<file path="src/rtl/maze_tile_renderer.sv">
// Tile renderer: walks the pixels of one tile (or the whole grid) and streams
// them to the VGA adapter. Each tile is coloured from a sprite colour, a maze map or black.
module maze_tile_renderer #(
  parameter int TILE    = 4,
  parameter int GRID_W  = 32,
  parameter int GRID_H  = 32,
  parameter int COORD_W = 5,
  parameter int MAPS    = 3,
  parameter int SEL_W   = 2
) (
  input  logic                   clk,
  input  logic                   resetn,
  input  logic                   cmd_valid,
  output logic                   cmd_ready,
  input  logic [1:0]             cmd_op,
  input  logic [COORD_W-1:0]     tile_x,
  input  logic [COORD_W-1:0]     tile_y,
  input  logic [2:0]             sprite_colour,
  input  logic [SEL_W-1:0]       map_sel,
  output logic [2*COORD_W-1:0]   mem_addr,
  input  logic [3*MAPS-1:0]      mem_q,
  output logic [8:0]             vga_x,
  output logic [8:0]             vga_y,
  output logic [2:0]             vga_colour,
  output logic                   vga_plot,
  output logic                   busy,
  output logic                   done
);

  localparam int PW = (TILE > 1) ? $clog2(TILE) : 1;

  localparam logic [2:0] S_IDLE  = 3'd0;
  localparam logic [2:0] S_FETCH = 3'd1;
  localparam logic [2:0] S_WAIT  = 3'd2;
  localparam logic [2:0] S_PAINT = 3'd3;
  localparam logic [2:0] S_NEXT  = 3'd4;
  localparam logic [2:0] S_DONE  = 3'd5;

  localparam logic [1:0] OP_DRAW    = 2'b00;
  localparam logic [1:0] OP_SPRITE  = 2'b01;
  localparam logic [1:0] OP_RESTORE = 2'b10;
  localparam logic [1:0] OP_CLEAR   = 2'b11;

  localparam logic [PW-1:0]      PX_LAST  = PW'(TILE - 1);
  localparam logic [COORD_W-1:0] TX_LAST  = COORD_W'(GRID_W - 1);
  localparam logic [COORD_W-1:0] TY_LAST  = COORD_W'(GRID_H - 1);
  localparam logic [31:0]        GRID_W_U = 32'(GRID_W);
  localparam logic [31:0]        GRID_H_U = 32'(GRID_H);
  localparam logic [31:0]        MAPS_U   = 32'(MAPS);

  logic [2:0]         state, state_n;
  logic [1:0]         op;
  logic [SEL_W-1:0]   sel;
  logic [COORD_W-1:0] tx, ty, tx_n, ty_n;
  logic [PW-1:0]      px, py, px_n, py_n;
  logic [2:0]         tile_colour, colour_n;
  logic [2*COORD_W-1:0] addr_n;

  logic               target_oob, last_pixel, last_tile;
  logic [2:0]         map_item, map_colour;

  function automatic logic [2:0] palette(input logic [2:0] item);
    case (item)
      3'd0:    return 3'b110;
      3'd1:    return 3'b101;
      3'd2:    return 3'b001;
      3'd3:    return 3'b010;
      default: return 3'b000;
    endcase
  endfunction

  // 9-bit arithmetic gives the required modulo-512 truncation directly.
  function automatic logic [8:0] coord(input logic [COORD_W-1:0] t, input logic [PW-1:0] p);
    return 9'(t) * 9'(TILE) + 9'(p);
  endfunction

  assign target_oob = (32'(tile_x) >= GRID_W_U) || (32'(tile_y) >= GRID_H_U);
  assign last_pixel = (px == PX_LAST) && (py == PX_LAST);
  assign last_tile  = (tx == TX_LAST) && (ty == TY_LAST);

  always_comb begin
    map_item = 3'd0;
    for (int unsigned k = 0; k < MAPS; k++) begin
      if (32'(sel) == k) map_item = mem_q[3*k +: 3];
    end
    map_colour = (32'(sel) < MAPS_U) ? palette(map_item) : 3'b000;
  end

  always_comb begin
    state_n  = state;
    tx_n     = tx;
    ty_n     = ty;
    px_n     = px;
    py_n     = py;
    colour_n = tile_colour;
    addr_n   = mem_addr;
    case (state)
      S_IDLE: begin
        if (cmd_valid) begin
          px_n     = '0;
          py_n     = '0;
          colour_n = (cmd_op == OP_SPRITE) ? sprite_colour : 3'b000;
          if (cmd_op == OP_DRAW || cmd_op == OP_CLEAR) begin
            tx_n = '0;
            ty_n = '0;
          end else begin
            tx_n = tile_x;
            ty_n = tile_y;
          end
          addr_n = {ty_n, tx_n};
          case (cmd_op)
            OP_DRAW:    state_n = S_FETCH;
            OP_SPRITE:  state_n = target_oob ? S_DONE : S_PAINT;
            OP_RESTORE: state_n = target_oob ? S_DONE : S_FETCH;
            default:    state_n = S_PAINT;
          endcase
        end
      end
      S_FETCH: state_n = S_WAIT;
      S_WAIT: begin
        colour_n = map_colour;
        px_n     = '0;
        py_n     = '0;
        state_n  = S_PAINT;
      end
      S_PAINT: begin
        if (last_pixel) begin
          state_n = (op == OP_SPRITE || op == OP_RESTORE) ? S_DONE : S_NEXT;
        end else if (px == PX_LAST) begin
          px_n = '0;
          py_n = py + 1'b1;
        end else begin
          px_n = px + 1'b1;
        end
      end
      S_NEXT: begin
        if (last_tile) begin
          state_n = S_DONE;
        end else begin
          if (tx == TX_LAST) begin
            tx_n = '0;
            ty_n = ty + 1'b1;
          end else begin
            tx_n = tx + 1'b1;
          end
          px_n    = '0;
          py_n    = '0;
          addr_n  = {ty_n, tx_n};
          state_n = (op == OP_CLEAR) ? S_PAINT : S_FETCH;
        end
      end
      S_DONE:  state_n = S_IDLE;
      default: state_n = S_IDLE;
    endcase
  end

  // Outputs are registered from the next state so they line up with the cycle the state occupies.
  always_ff @(posedge clk) begin
    if (!resetn) begin
      state       <= S_IDLE;
      op          <= '0;
      sel         <= '0;
      tx          <= '0;
      ty          <= '0;
      px          <= '0;
      py          <= '0;
      tile_colour <= '0;
      mem_addr    <= '0;
      cmd_ready   <= 1'b1;
      busy        <= 1'b0;
      done        <= 1'b0;
      vga_plot    <= 1'b0;
      vga_x       <= '0;
      vga_y       <= '0;
      vga_colour  <= '0;
    end else begin
      state       <= state_n;
      tx          <= tx_n;
      ty          <= ty_n;
      px          <= px_n;
      py          <= py_n;
      tile_colour <= colour_n;
      mem_addr    <= addr_n;
      cmd_ready   <= (state_n == S_IDLE);
      busy        <= (state_n != S_IDLE);
      done        <= (state_n == S_DONE);
      vga_plot    <= (state_n == S_PAINT);
      if (state == S_IDLE && cmd_valid) begin
        op  <= cmd_op;
        sel <= map_sel;
      end
      if (state_n == S_PAINT) begin
        vga_x      <= coord(tx_n, px_n);
        vga_y      <= coord(ty_n, py_n);
        vga_colour <= colour_n;
      end
    end
  end

endmodule

</file>
<file path="config.mk">
export PLATFORM = sky130hd
export DESIGN_NAME = maze_tile_renderer
export DESIGN_NICKNAME = d
export VERILOG_FILES = /design/src/rtl/maze_tile_renderer.sv
export SDC_FILE = /design/constraint.sdc
export NUM_CORES = 1
export LEC_CHECK = 0
export ABC_AREA = 1
export BUFFER_PORTS_ARGS = -buffer_cell sky130_fd_sc_hd__buf_4
export CAP_MARGIN = 10
export CORE_ASPECT_RATIO = 0.9
export CORE_UTILIZATION = 50
export DETAILED_ROUTE_END_ITERATION = 10
export PLACE_DENSITY = 0.75
export SYNTH_ARGS = -nofsm -noshare
export SYNTH_HDL_FRONTEND = slang
export SYNTH_SLANG_ARGS = --single-unit
</file>
<file path="constraint.sdc">
create_clock -name clk -period 2.4 [get_ports clk]
set_input_delay 0.24 -clock clk [delete_from_list [all_inputs] [get_ports clk]]
set_output_delay 0.24 -clock clk [all_outputs]
set_load 0.02 [all_outputs]
</file>
Yosys cells after proc, flatten, opt, wreduce, memory -nomap -nowiden
Cells that the tools add are included.
{ "word_totals": {"ff_bits": 59, "in_bits": 29, "out_inout_bits": 35} }
{ "op_classes": {"addsub": 6, "n_lt_le_gt_ge": 1, "n_eq_ne": 23, "mux": 38, "n_reduce_logical": 14} }
{ "op_table": {"columns": ["cell", "n"], "rows": [
  ["2-to-1 mux 5 bit", 8],
  ["2-to-1 mux 3 bit", 9],
  ["2-to-1 mux 10 bit", 2],
  ["2-to-1 mux 2 bit", 10],
  ["one-hot mux 10 bit (2 select lines)", 1],
  ["one-hot mux 5 bit (2 select lines)", 2],
  ["adder 7 x 2 -> 8 bit", 2],
  ["one-hot mux 2 bit (4 select lines)", 2],
  ["equality test 3 x 2 -> 1 bit (second input constant)", 5],
  ["one-hot mux 3 bit (5 select lines)", 1],
  ["equality test 2 bit (second input constant)", 7],
  ["one-hot mux 3 bit (4 select lines)", 1],
  ["adder 5 x 1 -> 5 bit (second input constant)", 2],
  ["equality test 5 bit (second input constant)", 2],
  ["logical NOT 3 bit", 3],
  ["equality test 2 x 1 -> 1 bit (second input constant)", 3],
  ["equality test 3 x 1 -> 1 bit (second input constant)", 2],
  ["equality test 3 bit (second input constant)", 2],
  ["one-hot mux 3 bit (2 select lines)", 1],
  ["adder 2 x 1 -> 2 bit (second input constant)", 2],
  ["logical NOT 2 bit", 2],
  ["!= test 2 bit (second input constant)", 2],
  ["logical AND 1 bit", 3],
  ["AND reduction 3 bit", 1],
  ["other kinds (6)", 7]
]} }

Logic depth before layout (Yosys ltp)
Gate-level depths: netlist (run 1).
{ "logic_depth": {"word_depth": 8, "mapped_depth": 16, "mapped_depth_nobuf": 14} }

Worst setup path after synthesis (run 1)
Ideal clock, no wire load.
{ "synth_path": {"path_type": "reg-to-reg", "startpoint": "register tx[0]", "endpoint": "register vga_x[3]", "setup_time_ps": 116, "arrival_ps": 1776, "setup_slack_ps": 509, "path_stages_with_launch": 16, "cell_sequence": "dfxtp_1 > ha_1 > nand2_1 > nor2_1 > ha_1 > buf_4 > nand2_1 > nand2_1 > nor2_1 > nor2_1 > nand3_2 > nand2_4 > inv_6 > buf_12 > nor2_1 > nor2_1"} }
{ "synth_between": {"elab_chain_cells": 5, "elab_cells_between_ends": 13, "cone_classes": "add/sub: 2; eq/ne: 2; mux: 8; reduce/logical: 1"} }
{ "synth_lines": {"columns": ["item", "line", "text"], "rows": [
  ["start, declared", "54", "logic [COORD_W-1:0] tx, ty, tx_n, ty_n;"],
  ["start signal, assigned", "178", "tx <= tx_n;"],
  ["adder 5 x 1 -> 5 bit or equality test 5 bit (tied branches)", "144, 79, 140", null],
  ["2-to-1 mux 5 bit or logical AND 1 bit (tied branches)", "140, 79", null],
  ["2-to-1 mux 5 bit, or another cell as far along", "137", "if (last_tile) begin"],
  ["one-hot mux 5 bit (2 select lines), or another cell as far along", "97", "case (state)"],
  ["adder 7 x 2 -> 8 bit or equality test 3 x 2 -> 1 bit (tied branches)", "74, 192", null],
  ["end signal, assigned", "193", "vga_x <= coord(tx_n, px_n);"],
  ["end, declared", "22", "output logic [8:0] vga_x,"]
]} }
Several ways; a longest one is shown, not always the timed one.
A chain may end at the register's enable or synchronous reset.

Worst setup path in the final report (run 1)
{ "layout_path": {"startpoint": "register tx[0]", "endpoint": "register py[0]"} }
{ "layout_between": {"elab_chain_cells": 4} }
{ "layout_lines": {"columns": ["item", "line", "text"], "rows": [
  ["equality test 5 bit", "79", "assign last_tile = (tx == TX_LAST) && (ty == TY_LAST);"],
  ["logical AND 1 bit", "79", null],
  ["2-to-1 mux 2 bit", "137", null],
  ["one-hot mux 2 bit (4 select lines)", "97", null],
  ["end signal, assigned", "181", "py <= py_n;"],
  ["end, declared", "55", "logic [PW-1:0] px, py, px_n, py_n;"]
]} }
No other way between the ends.

==> results of run 1 <==
-- cell usage after synthesis, types with 3 or more instances --
master and n:
sky130_fd_sc_hd__nand2_1 106, sky130_fd_sc_hd__nor2_1 66, sky130_fd_sc_hd__inv_1 44, sky130_fd_sc_hd__a21oi_1 17, sky130_fd_sc_hd__ha_1 8, sky130_fd_sc_hd__clkbuf_1 3
sky130_fd_sc_hd__and2_1 4, sky130_fd_sc_hd__buf_6 3, sky130_fd_sc_hd__o21ai_0 22, sky130_fd_sc_hd__o211ai_1 3, sky130_fd_sc_hd__nand2_4 7, sky130_fd_sc_hd__dfxtp_1 55
sky130_fd_sc_hd__nand3_1 26, sky130_fd_sc_hd__inv_2 3, sky130_fd_sc_hd__xor2_1 3, sky130_fd_sc_hd__buf_4 6, sky130_fd_sc_hd__a31oi_1 4
-- cell type report --
class / count / area, um2 / share of cell area
Clock buffer: 6 / 72.6 / 0.0217
Clock inverter: 1 / 30.0 / 0.00899
Inverter: 50 / 195 / 0.0584
Multi-Input combinational cell: 288 / 1400 / 0.419
Sequential cell: 55 / 1100 / 0.329
Tap cell: 67 / 83.8 / 0.0251
Timing Repair Buffer: 61 / 458 / 0.137
-- power by group --
group | switching (W) | internal, W | total (W)
logic | 0.000516 | 0.000311 | 0.000827
clock network | 0.000291 | 0.000306 | 0.000597
registers | 0.0000744 | 0.00103 | 0.00111
-- per-layer routing --
layer	GRT usage	vias to the layer above
li1	-	1367
met1	0.302	1170
met2	0.387	66
met3	0.0375	7
met4	0.0873	0
met5	0	-
-- kinds of logic (layout without fill, tap and decap cells) --
kind of cell | after synthesis | count (layout) | share of synthesized area
other | 1 | 4 | 0.00134
AND/OR/NAND/NOR | 220 | 220 | 0.344
AO/OA/AOI/OAI | 53 | 53 | 0.106
XOR/XNOR | 3 | 3 | 0.00938
flip-flops | 55 | 55 | 0.393
buffers and inverters | 64 | 118 | 0.111
adder cells (fa/ha/maj) | 8 | 8 | 0.0357
-- flip-flops by register name, indices dropped and copies added (netlist names), 2 cells and up --
| register | cells |
|---|---|
| vga_y | 7 |
| op | 2 |
| py | 2 |
| vga_x | 7 |
| tx | 5 |
| tile_colour | 3 |
| ty | 5 |
| vga_colour | 3 |
| mem_addr | 10 |
| px | 2 |
| state | 3 |
| sel | 2 |
-- metrics by stage --
step	setup slack, ns	area (um2)
2_1_floorplan	0.509	2810
3_3_place_gp	0.405	3240
3_5_place_dp	0.335	3240
4_1_cts	0.279	3340
5_1_grt	0.0341	3340
6_report	0.276	3340
-- worst max-delay path, stage by stage, from the launching register on --
cell                      delay (ns)
sky130_fd_sc_hd__dfxtp_1        0.40
sky130_fd_sc_hd__ha_1           0.19
sky130_fd_sc_hd__nand2_1        0.07
sky130_fd_sc_hd__nor2_1         0.10
sky130_fd_sc_hd__ha_1           0.18
sky130_fd_sc_hd__nand2_1        0.14
sky130_fd_sc_hd__nand2_2        0.13
sky130_fd_sc_hd__nand2_4        0.10
sky130_fd_sc_hd__inv_2          0.22
sky130_fd_sc_hd__nand2_1        0.16
sky130_fd_sc_hd__o21ai_0        0.23
sky130_fd_sc_hd__and2_1         0.15
-- path summary, 6_finish.rpt --
check / start / end / slack [ns]
setup / recovery: tx[0]$_SDFF_PN0_ / py[0]$_SDFF_PN0_ / 0.28
hold / removal: map_sel[0] / sel[0]$_SDFFE_PN0P_ / 0.21
setup reg to reg: tx[0]$_SDFF_PN0_ / py[0]$_SDFF_PN0_ / 0.28
hold reg to reg: mem_addr[0]$_SDFFE_PN0P_ / mem_addr[0]$_SDFFE_PN0P_ / 0.47
==> summary.md, run 1 <==
| Metric | Value |
|---|---|
| Worst-case hold slack | around 0.21 ns |
| Post-Syn Area | roughly 0.0028 mm2 |
| Worst r2r path cells | 11 |
| Number of flops mapped to enable cells by yosys | 0 |
| Drt via density | around 4.9 |
| Most common cell after layout, fill and taps aside | sky130_fd_sc_hd__nand2_1 |
| # IOs | 64 |
| Hold Path Class | in2reg |
| Number of stages on the worst hold path | 3 |
| Fraction of synthesis flops using an asynchronous set or reset pin | 0 |
| Portion of the post-synthesis area used by sequential elements | 0.393 |
| CTS clock-pin slew for the worst setup and hold paths | roughly 0.09 ns |
| Layout overhead on the synthesized area | 19.3% |
| Flop and latch count out of synthesis | between 50 and 60 |
| Total length of routed wires | around 6.3 mm |
| Total of max-cap violations | 0 |
| Finished Core Util | 0.628 |
| Warning count from the yosys run | 0 |
| Total vias in the final route | around 2600 |
| Global route total overflow | 0 |
| Max Fanout on Critical Path | 11 |
| Data required time at the worst endpoint | ~2.7 ns |
| Crit path launch type | register |
| Die width | about 81 um |
| Library cell occupying the most area in the post-synthesis netlist | sky130_fd_sc_hd__dfxtp_1 |
| Pwr dens | between 700 and 800 mW/mm2 |
| Highest metal layer with signal wires | met4 |
| Starting Density | 0.527 |
| Global-route usage over all layers | 0.233 |
| Half-perimeter wire length of the detailed placement result | between 4 and 5 mm |
| Number of gates resized after CTS | 0 |
| Clk Latency, worst-skew pair | slightly above 0.3 ns |
| Number of distinct library cells after synthesis | 35 |
| Leakage power | 1.75 nW |
| Area inside the core boundary | roughly 0.0053 mm2 |
| Clock Path Buffers | 2 |
| Post-route fraction of the period consumed by the critical path | 0.885 |
| Count of hold-fix buffers inserted at cts | 0 |
| Area of the die | just under 0.006 mm2 |
| Hold violation total from the final report | 0 |
| Worst endpoint data arrival time | ~2.4 ns |
| Per-instance average area after synthesis | 6.93 um2 |
| Status | complete, no violations |
| Wire per inst | about 12 um |
| CTS H-tree depth | 2 |
| Num CTS Buffers | 5 |
| Pwr Total | around 0.0025 W |
| Vias in the first global route | 2377 |
| Detailed router's first-iteration violation count | around 170 |
| Placed insts | ~520 |
| Clock tree from TritonCTS | yes |
| DRC errors left | 0 |
| Max Fclk | roughly 470 MHz |
| Row cnt | 25 |
| Ratio of cells with drive above 1 in the final layout | 0.195 |
| Area share of the largest cell type after synthesis | 0.393 |
| Setup tns final | 0 ns |
| Final Net Count | approximately 500 |
| # fillers | 543 |
| Met2 wire length | roughly 2.9 mm |
| Startpoint-to-endpoint class of the critical path | reg2reg |
| Synth Instances | 404 |
| Setup violators final | 0 |
| Slew at the pin closest to its max-slew limit | ~0.8 ns |
| Period minus WS final | approximately 2.1 ns |
| Met3 wire length | about 380 um |
| Final-report max-slew violation count | 0 |
| Kind of capture point of the worst setup path | register |
| Initial antenna violation count | 0 |
| Top library cells by usage in the layout, fill and taps aside | sky130_fd_sc_hd__nand2_1, sky130_fd_sc_hd__nor2_1, sky130_fd_sc_hd__buf_4 |
| Count of antenna-violating nets left after detailed routing | 0 |
| RD Place Congestion | approximately 0.93 |
| Setup repair after global routing missed its margin | no |
| Root buffer cell | sky130_fd_sc_hd__clkbuf_8 |
| Top cells by area in the synthesized netlist | sky130_fd_sc_hd__dfxtp_1, sky130_fd_sc_hd__nand2_1, sky130_fd_sc_hd__nor2_1, sky130_fd_sc_hd__inv_1, sky130_fd_sc_hd__nand3_1 |
| Router iterations before antenna repair | 4 |
| Largest vdd supply drop | ~0.4 mV |
| Clock skew after layout | ~0.0050 ns |
| Slew Limit Headroom | 0.481 |
| First-pass GRT wire length | around 10 mm |
| Number of buffers added for setup after CTS | 0 |
| Number of sinks handled by clock tree synthesis | 55 |
| Largest net degree at the start of global routing | 33 |
| Wire length on met1 | between 2 and 3 mm |
| Number of port buffers | just under 60 |
| Cell Count, Final, Fillers Out | approximately 530 |
| Chip Height | about 73 um |
| Most common flop cell mapped by yosys | sky130_fd_sc_hd__dfxtp_1 |
| # diodes | 0 |
Power figures use the tool's default switching activity.
==> inputs of run 2 (changes only) <==
CORE_UTILIZATION = 32   (was 50)
PLACE_DENSITY = not set   (was 0.75)
==> run 2 against run 1 <==
Against the previous run:
- clock skew is 0.0041 ns higher
- die area is 55% higher
- critical path depth unchanged
- cell area up 2.2%
- critical endpoint unchanged
- highest routed layer unchanged
==> summary.md, run 2 (same netlist as run 1, synthesis figures left out) <==
| Metric | Value |
|---|---|
| Status | complete, no violations |
| Data required time at the worst endpoint | 2.65 ns |
| Starting Density | 0.328 |
| Post-route fraction of the period consumed by the critical path | 0.872 |
| First-pass GRT wire length | roughly 11 mm |
| Hold violation total from the final report | 0 |
| Largest net degree at the start of global routing | 33 |
| Number of flip-flops under the largest register name | 10 |
| Leakage power | 1.75 nW |
| Initial antenna violation count | 0 |
| Kind of capture point of the worst setup path | register |
| Crit path cell chain | ha_1 -> nand2_1 -> nor2_1 -> ha_1 -> nand2_1 -> nand2_2 -> nand2_4 -> inv_2 -> nand2_1 -> o21ai_0 -> and2_1 |
| Max Fanout on Critical Path | 10 |
| Worst endpoint data arrival time | ~2.4 ns |
| Wire per inst | approximately 12 um |
| Clock tree from TritonCTS | yes |
| Startpoint-to-endpoint class of the critical path | reg2reg |
| Final Net Count | roughly 500 |
| Met1 track utilization from global routing | 0.202 |
| Worst slack after detailed placement | between 0.3 and 0.4 ns |
| Area inside the core boundary | about 0.0085 mm2 |
| RD Place Congestion | 0.832 |
| DRC errors left | 0 |
| Slew Limit Headroom | 0.568 |
| Die width | just over 100 um |
| Clock skew after layout | between 0.009 and 0.01 ns |
| Top flop regs | mem_addr: 10 flops, vga_x: 7 flops, vga_y: 7 flops |
| Number of sinks handled by clock tree synthesis | 55 |
| Met3 Track Usage GR | 0.0286 |
| Power share of the combinational group | 0.327 |
| CTS clock-pin slew for the worst setup and hold paths | 0.10 ns |
| Final-report max-slew violation count | 0 |
| Root buffer cell | sky130_fd_sc_hd__clkbuf_8 |
| Global-route usage over all layers | 0.154 |
| Clock Path Buffers | 2 |
| Number of port buffers | 59 |
| Chip Height | roughly 90 um |
| Design internal power | ~0.0017 W |
| Global routing met2 resource utilization | 0.259 |
| Max Fclk | about 480 MHz |
| Number of buffers added for setup after CTS | 0 |
| Total length of routed wires | 6.74 mm |
| Sequential Power Share | 0.439 |
| Most used cell along the critical path | sky130_fd_sc_hd__nand2_1 |
| Worst-case hold slack | roughly 0.23 ns |
| Half-perimeter wire length of the detailed placement result | between 5 and 6 mm |
| Library cell contributing the largest single delay on the critical path | sky130_fd_sc_hd__dfxtp_1 |
| Setup tns final | 0 ns |
| Period minus WS final | 2.09 ns |
| Total vias in the final route | 2569 |
| Row cnt | 32 |
| P_sw | ~0.0009 W |
| Count of hold-fix buffers inserted at cts | 0 |
| Ratio of cells with drive above 1 in the final layout | 0.197 |
| Placed instance area | 0.00331 mm2 |
| Setup violators final | 0 |
| Num CTS Buffers | 5 |
| Area of the die | between 0.009 and 0.01 mm2 |
| Hold Path Class | in2reg |
| Detailed router's first-iteration violation count | 110 |
| # IOs | 64 |
| Global route total overflow | 0 |
| Number of gates resized after CTS | 0 |
| Setup repair after global routing missed its margin | no |
| Vias in the first global route | 2420 |
| Slew at the pin closest to its max-slew limit | 0.647 ns |
| Drt via density | around 4.4 |
| Clk Latency, worst-skew pair | approximately 0.30 ns |
| Relative contribution of the clock network to total power | 0.234 |
| Total of max-cap violations | 0 |
| # diodes | 0 |
| Final worst slack | roughly 0.31 ns |
| Crit path launch type | register |
| Most common cell after layout, fill and taps aside | sky130_fd_sc_hd__nand2_1 |
| Router iterations before antenna repair | 4 |
| Count of antenna-violating nets left after detailed routing | 0 |
| Pwr dens | between 700 and 800 mW/mm2 |
| CTS H-tree depth | 2 |
| Layout overhead on the synthesized area | 21.9% |
| Top library cells by usage in the layout, fill and taps aside | sky130_fd_sc_hd__nand2_1, sky130_fd_sc_hd__nor2_1, sky130_fd_sc_hd__buf_4 |
| Largest register by flop count | mem_addr |
| Worst stage delay on the critical path | just under 0.4 ns |
| Switching share of power | 0.347 |
| Gr busiest metal | met2 |
| Post-layout instance area | about 0.0034 mm2 |
| Largest vdd supply drop | 0.302 mV |
==> run 2: cell types whose count changed in the layout (fill, tap and decap cells not counted), sizes merged <==
cell	change
buf	+1
==> run 2: path summary, 6_finish.rpt <==
kind	cells past startpoint	slack, ns	startpoint	endpoint
hold / removal	3	0.23	cmd_op[1]	op[1]$_SDFFE_PN0P_
setup / recovery	11	0.31	tx[0]$_SDFF_PN0_	py[0]$_SDFF_PN0_
hold reg to reg	2	0.48	mem_addr[3]$_SDFFE_PN0P_	mem_addr[3]$_SDFFE_PN0P_
setup reg to reg	11	0.31	tx[0]$_SDFF_PN0_	py[0]$_SDFF_PN0_
==> run 2: critical path: cells and delay by family, from the launching register on <==
kind	cells	cell delay [ns]
fa+ha+maj	2	0.36
buf+inv	1	0.19
simple gates	7	0.84
compound gates	1	0.26
flops	1	0.39
==> run 2: layout make-up <==
type	instances	area (um2)
clock buffers	6	72.6
inverters	50	195
repair buffers	62	465
clock inverters	1	30.0
flip-flops and latches	55	1100
well taps	119	149
fillers	892	5110
multi-input cells	288	1400
==> run 2: through the flow <==
step | std cells | power, W | utilization
detailed placement | 574 | 0.00196 | 0.388
finish | 581 | 0.00253 | 0.400
floorplan | 407 | 0.00172 | -
global placement | 574 | 0.00196 | 0.388
CTS | 581 | 0.00256 | 0.400
global route | 581 | 0.00269 | 0.400
==> run 2: power by group through the flow <==
stage          clock, W  sequential [W]  combinational (W)
2_1_floorplan         0         0.00123           0.000492
3_3_place_gp          0         0.00113           0.000825
3_5_place_dp          0         0.00113           0.000831
4_1_cts        0.000612         0.00111           0.000834
5_1_grt        0.000643         0.00113           0.000916
6_report       0.000592         0.00111           0.000828
==> run 2: routing by layer <==
layer	routed length, um	part of all wire	vias to the layer above
li1	-	-	1372
met4	39	0.0058	0
met2	3120	0.46	54
met1	3230	0.48	1138
met3	344	0.051	5
met5	0	0	-
==> inputs of run 3 (changes only) <==
BUFFER_PORTS_ARGS = -buffer_cell sky130_fd_sc_hd__buf_2   (was -buffer_cell sky130_fd_sc_hd__buf_4)
==> run 3 against run 2 <==
Against the previous run:
- wire length is 1.6% lower
- via count up 0.39%
- sequential cell count unchanged
- sequential power about the same
- core utilization shrank 1.6 points
- critical path depth stayed put
- highest routed layer unchanged
==> summary.md, run 3 (same netlist as run 1, synthesis figures left out) <==
| Metric | Value |
|---|---|
| Setup repair after global routing missed its margin | no |
| Slew at the pin closest to its max-slew limit | ~0.52 ns |
| Pwr Total | ~0.0024 W |
| Hold violation total from the final report | 0 |
| Power share of the combinational group | 0.315 |
| Hold Path Class | in2reg |
| Final Net Count | 501 |
| Slew Limit Headroom | 0.655 |
| Chip Height | 90.8 um |
| Root buffer cell | sky130_fd_sc_hd__clkbuf_8 |
| Post-route fraction of the period consumed by the critical path | 0.871 |
| Setup violators final | 0 |
| Crit path launch type | register |
| Top flop regs | mem_addr: 10 flops, vga_x: 7 flops, vga_y: 7 flops |
| Number of sinks handled by clock tree synthesis | 55 |
| Half-perimeter wire length of the detailed placement result | around 5.0 mm |
| Drt via density | roughly 4.4 |
| Router iterations before antenna repair | 4 |
| Count of antenna-violating nets left after detailed routing | 0 |
| Initial antenna violation count | 0 |
| Number of flip-flops under the largest register name | 10 |
| Startpoint-to-endpoint class of the critical path | reg2reg |
| Hold wc startpoint | cmd_op[1] |
| Layout overhead on the synthesized area | 17.0% |
| Data required time at the worst endpoint | 2.66 ns |
| Die width | between 100 and 150 um |
| Launch point of the worst path | tx[0]$_SDFF_PN0_ |
| Clk Latency, worst-skew pair | roughly 0.32 ns |
| Most used cell along the critical path | sky130_fd_sc_hd__nand2_1 |
| Row cnt | 32 |
| Most common cell after layout, fill and taps aside | sky130_fd_sc_hd__nand2_1 |
| Relative contribution of the clock network to total power | 0.229 |
| Vias in the first global route | ~2500 |
| CTS clock-pin slew for the worst setup and hold paths | ~0.11 ns |
| Status | complete, no violations |
| Switching share of power | 0.372 |
| Clock tree from TritonCTS | yes |
| Count of hold-fix buffers inserted at cts | 0 |
| Leakage power | between 1.5 and 2 nW |
| Clock Path Buffers | 2 |
| P_sw | about 0.00090 W |
| Area of the die | just over 0.009 mm2 |
| Number of gates resized after CTS | 0 |
| Top library cells by usage in the layout, fill and taps aside | sky130_fd_sc_hd__nand2_1, sky130_fd_sc_hd__nor2_1, sky130_fd_sc_hd__buf_2 |
| R2R Path Start | tx[0]$_SDFF_PN0_ |
| Final-report max-slew violation count | 0 |
| Period minus WS final | about 2.1 ns |
| CTS H-tree depth | 2 |
| Largest register by flop count | mem_addr |
| Total length of routed wires | 6.63 mm |
| Worst stage delay on the critical path | roughly 0.40 ns |
| Ratio of cells with drive above 1 in the final layout | 0.204 |
| Design internal power | 0.00152 W |
| Library cell contributing the largest single delay on the critical path | sky130_fd_sc_hd__dfxtp_1 |
| Wire per inst | 11.4 um |
| Sequential Power Share | 0.455 |
| Clock skew after layout | between 0.01 and 0.015 ns |
| Worst path top cell family by delay | simple AND/OR/NAND/NOR gates |
| Global route total overflow | 0 |
| Crit path cell chain | ha_1 -> nand2_1 -> nor2_1 -> ha_1 -> nand2_1 -> nand2_2 -> nand2_4 -> inv_2 -> nand2_1 -> o21ai_0 -> and2_1 |
| Number of port buffers | 59 |
| Final worst slack | 0.311 ns |
| Worst slack after detailed placement | 0.356 ns |
| # diodes | 0 |
| Total vias in the final route | 2579 |
| First-pass GRT wire length | 11.5 mm |
| Area inside the core boundary | around 0.0085 mm2 |
| Largest vdd supply drop | 0.248 mV |
| Starting Density | 0.328 |
| # IOs | 64 |
| Max Fanout on Critical Path | 10 |
| Number of buffers added for setup after CTS | 0 |
| Total of max-cap violations | 0 |
| Largest net degree at the start of global routing | 32 |
| Kind of capture point of the worst setup path | register |
| RD Place Congestion | 0.843 |
| Max Fclk | approximately 480 MHz |
| Pwr dens | roughly 740 mW/mm2 |
| DRC errors left | 0 |
| Global-route usage over all layers | 0.159 |
| Worst endpoint data arrival time | approximately 2.4 ns |
| Crit path buffers/inverters | 1 |
| Num CTS Buffers | 5 |
| Setup tns final | 0 ns |
| Detailed router's first-iteration violation count | between 100 and 150 |
| # fillers | 930 |
[run 3: changes by cell type in the layout (fill, tap and decap cells not counted), sizes merged]
| cell | before | now |
|---|---|---|
| bufinv | 1 | 0 |
| clkinvlp | 0 | 1 |
| buf | 62 | 64 |
| clkinv | 1 | 2 |
[run 3: tightest hold or removal path: cells and delay by family]
family	cells	cell delay (ns)
buf+inv	2	0.13
compound gates	1	0.12
[run 3: worst paths after layout]
check                             endpoint  slack, ns  cells after the start
hold reg to reg   mem_addr[3]$_SDFFE_PN0P_       0.48                      2
hold / removal          op[1]$_SDFFE_PN0P_       0.21                      3
setup / recovery          py[0]$_SDFF_PN0_       0.31                     11
setup reg to reg          py[0]$_SDFF_PN0_       0.31                     11
[run 3: layout make-up]
class / instances / area [um2] / area share
Clock buffer: 6 / 82.6 / 0.0252
Clock inverter: 2 / 16.3 / 0.00496
Inverter: 50 / 195 / 0.0595
Multi-Input combinational cell: 288 / 1400 / 0.427
Sequential cell: 55 / 1100 / 0.336
Tap cell: 119 / 149 / 0.0454
Timing Repair Buffer: 64 / 333 / 0.102
[run 3: metrics by stage]
stage          cell area [um2]   util  hold slack [ns]  instances
3_3_place_gp              3180  0.373            0.462        576
4_1_cts                   3280  0.384            0.210        584
5_1_grt                   3280  0.384            0.232        584
2_1_floorplan             2810      -            0.392        407
6_report                  3280  0.384            0.211        584
3_5_place_dp              3180  0.373            0.464        576
[run 3: metal layers]
metal  vias up  wire (um)  GRT usage
met5         -          0          0
met4         0        102     0.0543
met3         8        253     0.0286
met2        44       2920      0.256
met1      1151       3360      0.212
li1       1376          -          -
[run 3: power groups by stage]
stage / Sequential (W) / Clock [W] / Combinational [W]
after floorplan: 0.00123 / 0 / 0.000492
after global placement: 0.00112 / 0 / 0.000767
after detailed placement: 0.00113 / 0 / 0.000773
after CTS: 0.00111 / 0.000572 / 0.000775
after global routing: 0.00112 / 0.000611 / 0.000874
final: 0.00111 / 0.000557 / 0.000766
